--- src/rtl/traffic_pkg.sv ---
// Shared encodings for the traffic-light PWM decoder: light classes, FSM states
// and the nominal PWM period of the transmitting driver.
package traffic_pkg;

    localparam int DEFAULT_PWM_PERIOD = 100;
    localparam int CNT_W              = 8;

    typedef enum logic [1:0] {
        RED    = 2'b00,
        GREEN  = 2'b01,
        YELLOW = 2'b10
    } light_t;

    typedef enum logic [1:0] {
        SEARCH  = 2'b00,
        MEASURE = 2'b01,
        LOCKED  = 2'b10
    } fsm_t;

endpackage

--- src/rtl/pwm_edge_sync.sv ---
// Two-flop synchronizer for the asynchronous PWM line plus rising-edge detect
// on the synchronized level.
module pwm_edge_sync (
    input  logic clk,
    input  logic rst_n,
    input  logic pwm_in,
    output logic level,
    output logic rise
);

    logic sync_p0;
    logic sync_p1;
    logic level_p2;

    always_ff @(posedge clk) begin
        if (!rst_n) begin
            sync_p0  <= 1'b0;
            sync_p1  <= 1'b0;
            level_p2 <= 1'b0;
        end else begin
            sync_p0  <= pwm_in;
            sync_p1  <= sync_p0;
            level_p2 <= sync_p1;
        end
    end

    assign level = sync_p1;
    assign rise  = sync_p1 & ~level_p2;

endmodule

--- src/rtl/pwm_decoder.sv ---
// Decodes the traffic-light PWM line into RED/GREEN/YELLOW by measuring the
// period and high time between rising edges, with confirmation and timeout.
module pwm_decoder
    import traffic_pkg::*;
#(
    parameter int PWM_PERIOD  = DEFAULT_PWM_PERIOD,
    parameter int PERIOD_TOL  = 5,
    parameter int RED_MAX     = 30,
    parameter int GREEN_MIN   = 70,
    parameter int TIMEOUT_CYC = 250
) (
    input  logic       clk,
    input  logic       rst_n,
    input  logic       pwm_in,
    output logic [1:0] traffic_state,
    output logic       state_valid,
    output logic       state_change,
    output logic       period_err,
    output logic       timeout
);

    localparam logic signed [9:0] NOM_S       = 10'(PWM_PERIOD);
    localparam logic signed [9:0] TOL_S       = 10'(PERIOD_TOL);
    localparam logic [CNT_W-1:0]  RED_MAX_C   = CNT_W'(RED_MAX);
    localparam logic [CNT_W-1:0]  GREEN_MIN_C = CNT_W'(GREEN_MIN);
    localparam logic [CNT_W-1:0]  TIMEOUT_C   = CNT_W'(TIMEOUT_CYC);

    function automatic logic [CNT_W-1:0] sat_inc(input logic [CNT_W-1:0] v);
        return (v == {CNT_W{1'b1}}) ? v : v + 1'b1;
    endfunction

    function automatic logic [1:0] sat_conf(input logic [1:0] v);
        return (v == 2'd2) ? v : v + 2'd1;
    endfunction

    function automatic logic period_ok(input logic [CNT_W-1:0] p);
        logic signed [9:0] dev;
        dev = $signed({2'b00, p}) - NOM_S;
        return (dev <= TOL_S) && (dev >= -TOL_S);
    endfunction

    function automatic light_t classify(input logic [CNT_W-1:0] h);
        if (h <= RED_MAX_C)   return RED;
        if (h >= GREEN_MIN_C) return GREEN;
        return YELLOW;
    endfunction

    logic             level;
    logic             rise;
    logic [CNT_W-1:0] period_cnt;
    logic [CNT_W-1:0] high_cnt;
    fsm_t             fsm;
    light_t           cand;
    light_t           cls;
    logic [1:0]       conf_cnt;
    logic [1:0]       conf_next;
    logic             confirm;
    logic             state_known;

    pwm_edge_sync u_edge_sync (
        .clk    (clk),
        .rst_n  (rst_n),
        .pwm_in (pwm_in),
        .level  (level),
        .rise   (rise)
    );

    // Capture stage: counters sampled on the edge-detect cycle feed classification
    always_comb begin
        cls       = classify(high_cnt);
        conf_next = (conf_cnt != 2'd0 && cls == cand) ? sat_conf(conf_cnt) : 2'd1;
        confirm   = (conf_next == 2'd2);
    end

    // Decision stage: all outputs registered one cycle after the capture
    always_ff @(posedge clk) begin
        if (!rst_n) begin
            fsm           <= SEARCH;
            period_cnt    <= '0;
            high_cnt      <= '0;
            cand          <= RED;
            conf_cnt      <= 2'd0;
            state_known   <= 1'b0;
            traffic_state <= RED;
            state_valid   <= 1'b0;
            state_change  <= 1'b0;
            period_err    <= 1'b0;
            timeout       <= 1'b0;
        end else begin
            state_change <= 1'b0;
            period_err   <= 1'b0;
            timeout      <= 1'b0;

            period_cnt <= rise ? CNT_W'(1) : sat_inc(period_cnt);
            high_cnt   <= rise ? CNT_W'(1) : (level ? sat_inc(high_cnt) : high_cnt);

            case (fsm)
                SEARCH: begin
                    if (rise) begin
                        fsm      <= MEASURE;
                        conf_cnt <= 2'd0;
                    end
                end
                MEASURE, LOCKED: begin
                    if (rise) begin
                        if (!period_ok(period_cnt)) begin
                            period_err <= 1'b1;
                            conf_cnt   <= 2'd0;
                            if (fsm == LOCKED) begin
                                fsm         <= MEASURE;
                                state_valid <= 1'b0;
                            end
                        end else begin
                            cand     <= cls;
                            conf_cnt <= conf_next;
                            if (confirm && (fsm == MEASURE || cls != traffic_state)) begin
                                // First lock after reset always announces itself
                                if (!state_known || cls != traffic_state)
                                    state_change <= 1'b1;
                                traffic_state <= cls;
                                state_valid   <= 1'b1;
                                state_known   <= 1'b1;
                                fsm           <= LOCKED;
                            end
                        end
                    end else if (period_cnt == TIMEOUT_C) begin
                        timeout     <= 1'b1;
                        fsm         <= SEARCH;
                        state_valid <= 1'b0;
                        conf_cnt    <= 2'd0;
                    end
                end
                default: fsm <= SEARCH;
            endcase
        end
    end

endmodule

--- config.mk ---
export PLATFORM = sky130hd
export DESIGN_NAME = pwm_decoder
export DESIGN_NICKNAME = d
export VERILOG_FILES = /design/src/rtl/traffic_pkg.sv /design/src/rtl/pwm_edge_sync.sv /design/src/rtl/pwm_decoder.sv
export SDC_FILE = /design/constraint.sdc
export NUM_CORES = 1
export LEC_CHECK = 0
export ABC_AREA = 1
export BUFFER_PORTS_ARGS = -buffer_cell sky130_fd_sc_hd__clkbuf_2
export CORE_MARGIN = 10
export CORE_UTILIZATION = 45
export CTS_CLUSTER_DIAMETER = 80
export DETAILED_ROUTE_END_ITERATION = 7
export PLACE_DENSITY = 0.69
export SYNTH_ARGS = -nofsm -noshare
export SYNTH_HDL_FRONTEND = slang
export SYNTH_SLANG_ARGS = --single-unit
--- constraint.sdc ---
create_clock -name clk -period 2.2 [get_ports clk]
set_input_delay 0.22 -clock clk [delete_from_list [all_inputs] [get_ports clk]]
set_output_delay 0.22 -clock clk [all_outputs]
set_load 0.02 [all_outputs]
# Yosys cells after proc, flatten, opt, wreduce, memory -nomap -nowiden

Index checks and enable logic that the tools add are counted.

Output and inout port bits: 6
Input port bits: 3
Word-level logic and storage cells: 102
Memory bits (writable): 0
Latch bits: 0
Flip-flop bits (word level): 32
Memories: 0
Bits in read-only memories: 0

Reductions and logical operators: 23
Bitwise operators: 5
Div/mod/pow operators: 0
Shift operators: 0
Multipliers: 0
Add/sub/neg operators: 4
Muxes and demuxes: 33
Magnitude comparators: 4
Equal/unequal tests: 17

Operator list:

| cell                                                                                | number |
|---|---|
| 2-bit 2-to-1 mux                                                                    | 15 |
| 8-bit == test, second input constant                                                | 3 |
| 8-bit by 1-bit adder with 8-bit output, second input constant                       | 2 |
| 1-bit 2-to-1 mux                                                                    | 16 |
| 4-bit AND reduction                                                                 | 3 |
| 9-bit by 4-bit greater-or-equal comparator with 1-bit output, second input constant | 1 |
| 9-bit by 4-bit less-or-equal comparator with 1-bit output, second input constant    | 1 |
| 3-bit AND reduction                                                                 | 3 |
| 8-bit by 7-bit subtractor with 9-bit output, second input constant                  | 1 |
| 8-bit by 7-bit greater-or-equal comparator with 1-bit output, second input constant | 1 |
| 8-bit by 5-bit less-or-equal comparator with 1-bit output, second input constant    | 1 |
| 4-bit inequality test, second input constant                                        | 2 |
| 2-bit case mux with 2 select lines                                                  | 2 |
| 2-bit nonzero test                                                                  | 4 |
| 2-bit == test, second input constant                                                | 3 |
| 2-bit inequality test, second input constant                                        | 3 |
| 5-bit AND reduction                                                                 | 1 |
| 1-bit inverter                                                                      | 4 |
| 2-bit AND reduction                                                                 | 2 |
| 2-bit OR reduction                                                                  | 2 |
| 1-bit logical AND                                                                   | 3 |
| 3-bit by 1-bit inequality test with 1-bit output, second input constant             | 1 |
| 3-bit by 2-bit inequality test with 1-bit output, second input constant             | 1 |
| 3-bit inequality test, second input constant                                        | 1 |
| 9 further kinds                                                                     | 10 |

# Longest topological paths before layout

Depth in word-level cells: 14
Mapped depth: 15
Mapped depth without buffers: 15

# Modules after synthesis

A second synthesis with hierarchy kept.

Cells, all modules: 274
Area total of the unflattened synthesis: 1940.6 um^2

Modules (own cells, without submodules):

| module        | seq. area each (um^2) | cells each | instances | area an instance (um^2) |
|---|---|---|---|---|
| pwm_decoder   | 580.6                 | 263        | 1         | 1848.0 |
| pwm_edge_sync | 60.1                  | 11         | 1         | 92.6 |

# Worst setup path before layout

OpenSTA, ideal clock, no wires.

Kind: register to register
Start point: register period_cnt[2]
End point: register traffic_state[1]
Path slack: 435 ps
Data required time: 2085 ps
Data arrival time: 1650 ps
Period minus slack after synthesis: 1765 ps
Setup time: 115 ps
Path buffers: 0
Cell stages (with the launch flop): 15
Cells stage by stage: dfxtp_1 -> inv_2 -> ha_1 -> nand2_4 -> nand2_1 -> nand2_2 -> nand2_1 -> nor2_2 -> nand3_2 -> nand2_2 -> nand2_4 -> nor2_8 -> nand2_4 -> a21oi_1 -> nor2_1

Cells in the longest elaborated chain, start to end: 4
Elaborated cells between the ends (all ways): 5
Classes of those cells: add/sub (1); order compare (2); reduce/logical (2)

RTL lines:

| element                                                                                                                                          | RTL line           | source |
|---|---|---|
| start: declaration                                                                                                                               | pwm_decoder.sv:50  | `logic [CNT_W-1:0] period_cnt;` |
| start signal: assignment                                                                                                                         | pwm_decoder.sv:94  | `period_cnt <= rise ? CNT_W'(1) : sat_inc(period_cnt);` |
| 8-bit by 7-bit subtractor with 9-bit output *                                                                                                    | pwm_decoder.sv:38  | `dev = $signed({2'b00, p}) - NOM_S;` |
| 9-bit by 4-bit less-or-equal comparator with 1-bit output / 9-bit by 4-bit greater-or-equal comparator with 1-bit output (equally long branches) | pwm_decoder.sv:39  | `return (dev <= TOL_S) && (dev >= -TOL_S);` |
| 1-bit logical AND *                                                                                                                              | pwm_decoder.sv:39  |  |
| 4-bit AND reduction (no line) *                                                                                                                  | -                  |  |
| end signal: assignment                                                                                                                           | pwm_decoder.sv:120 | `traffic_state <= cls;` |
| end: declaration                                                                                                                                 | pwm_decoder.sv:15  | `output logic [1:0] traffic_state,` |

Mark *: on every way between the ends. The rest lies on a longest branch, timed or not.
A chain may end at the register's enable or synchronous reset.

# Worst setup path in the final report

Start point: register period_cnt[3]
End point: register traffic_state[0]

Same word-level chain as after synthesis.

==> results_dict.tcl <==
set metrics [dict create \
    status "finished clean" \
    power_switching_w 0.000321 \
    power.density_nw_per_um2 606 \
    fin_util_pct 52.6 \
    grt_overflow 0 \
    swShare_pct 24.8 \
    yosysSeqAreaShare_pct 33.6 \
    path_cells "inv_1, ha_1, inv_1, nand2_1, nand2_1, nand2_1, a21oi_1, nand2_2, nand2_2, nand2_4, nor2_8, nand2_4, o21ai_1, nor2_1" \
    yosys_register_bits 32 \
    p_leak_nw 0.995 \
    max_stage_delay_ns 0.42 \
    synthCells 266 \
    syn_area_per_cell_sq_um 7.18 \
    firstDrtPassIters 4 \
    finalWirelength_um 3830 \
    die-width_um 85.1 \
    period_needed_ns 1.95 \
    numCtsBuffers 5 \
    hold_viol 0 \
    finClkSkew_ns 0.00637 \
    peakVddDrop_v 0.000502 \
    critPathMaxFanout 8 \
    finalCritPeriodShare_pct 88.7 \
    synthesis.area_sq_um 1910 \
    relSlewSlack_pct 61.2 \
    std_cell_rows 23 \
    grt_pass1_wl_um 6890 \
    worstPathArrival_ns 2.13 \
    syn_nets 283 \
    p_comb_share_pct 9.6 \
    cts_resized 0 \
    drive_gt1_share_pct 15.8 \
    path_clk_slew_ns 0.07 \
    io_pins 9 \
    rsz0062_at_grt "no" \
    grt_max_degree 11 \
    grt_antenna_before_repair 0 \
    rr_worst_depth 14 \
    cts_root_buf "clkbuf_8" \
    hold_path_class "input pin to register" \
    num_antenna_cells 0 \
    hold_depth 3 \
    drt_iter0_drc 74 \
    clockPowerShare_pct 43.5 \
    cp_slowest_cell "dfxtp_1" \
    initial_core_util_pct 47.1 \
    final_common_cell "nand2_1" \
    dp_hpwl_um 2870 \
    crit_family "simple AND/OR/NAND/NOR gates" \
    ant_nets 0 \
    synthToLayoutAreaGrowth_pct 11.8 \
    finalPower_w 0.00129 \
    dieHeight_um 85.1 \
    core_area_sq_um 4060 \
    seqPwrFrac_pct 47.0 \
    crit_top_cell "nand2_1" \
    nNetsFinal 300 \
    grt_usage_pct 11.3 \
    critPathKind "register to register" \
    worst-path-stages 14 \
    crit_buf_inv 2 \
    end_kind "register" \
    mostFrequentLayoutCells "nand2_1, inv_1, dfxtp_1" \
    power.internal_w 0.000973 \
    insertion_delay_ns 0.29 \
    slew_violations 0 \
    via_per_inst 5.01 \
    crit_path_start_kind "register" \
    yosysWarningCount 0 \
    htree_num_levels 2 \
    drc_errors 0 \
    max_cap_violations 0 \
    required_ns 2.38 \
    hold_buffers 0 \
    routabilityCongestion 0.857 \
    dieArea_sq_um 7250 \
    whs_ns 0.112 \
    fin_tns_setup_ns 0 \
    wire_per_inst_um 11.5 \
    yosysUniqueCellTypes 33 \
    worst_slew_pin_slew_ns 0.577 \
    post_cts_buffers 0 \
    cts.sinks 32 \
    port_buffers 8 \
    cts_tree "built" \
    setup_viol 0 \
    cts.path.max_buffers 2 \
    grt_pass1_vias 1573 \
    via_count 1672 \
    fmax_mhz 513 \
]
[cell type report]
class	instances	area (sq um)
clock inverters	2	35.0
clock buffers	6	72.6
multi-input cells	189	1100
inverters	44	165
well taps	50	62.6
fillers	414	1920
repair buffers	11	62.6
flip-flops and latches	32	641
[power groups by stage]
stage | combinational [W] | clock [W] | sequential [W]
finish | 0.000124 | 0.000562 | 0.000607
detailed placement | 0.000123 | 0 | 0.000621
floorplan | 0.0000946 | 0 | 0.000618
CTS | 0.000124 | 0.000580 | 0.000608
global placement | 0.000122 | 0 | 0.000620
global route | 0.000142 | 0.000602 | 0.000609
[path summary, 6_finish.rpt]
check                                         start             endpoint  slack [ns]
worst max-delay path                  period_cnt[3]     traffic_state[0]        0.25
worst min register to register  u_edge_sync.sync_p0    u_edge_sync.level        0.43
worst max register to register        period_cnt[3]     traffic_state[0]        0.25
worst min-delay path                         pwm_in  u_edge_sync.sync_p0        0.11
[cells by family after synthesis]
kind of cell               share of synthesized area, %
adders and majority gates                          9.17
AOI/OAI and AO/OA                                  13.0
buffers and inverters                              9.04
DFF                                                33.6
and+or+nand+nor                                    33.9
xor gates and xnor gates                           1.38
[worst min-delay path, delay by kind of cell]
family / cells / cell delay (ns)
buffers and inverters: 2 / 0.12
AND/OR/NAND/NOR: 1 / 0.04
[cell usage after synthesis (all sizes together)]
cell type	number	area, sq um
o211ai	1	7.51
nand2	69	312
o21ai	11	55.1
a211oi	1	7.51
o21a	2	15.0
nand3b	2	15.0
inv	41	154
nor3	5	30.0
buf	1	7.51
a31oi	1	6.26
ha	14	175
clkinv	3	11.3
nor2	28	139
xor2	3	26.3
a21oi	25	133
dfxtp	32	641
nand3	18	108
nand4	5	37.5
a221oi	1	8.76
a22oi	2	15.0
nor4	1	6.26
[layer usage]
metal  up-vias  routed length [um]  share of wire, %  GRT usage, %
li1        883                   -                 -             -
met1       762                1920                50          13.9
met2        20                1690                44          17.6
met3         7                 140               3.7          2.96
met4         0                  81               2.1          5.84
met5         -                   0                 0             0
[metrics by stage]
step | worst slack [ns] | instances | instance area, sq um
detailed placement | 0.258 | 326 | 2030
global route | 0.00582 | 334 | 2130
finish | 0.249 | 334 | 2130
floorplan | 0.435 | 266 | 1910
global placement | 0.288 | 326 | 2030
CTS | 0.243 | 334 | 2130
[sequential cells by signal (all words and copies together) (netlist names), 2 cells and up]
signal and cells:
conf_cnt 2, cand 2, traffic_state 2, fsm 2, high_cnt 8, period_cnt 8
(Power assumes the default switching activity.)
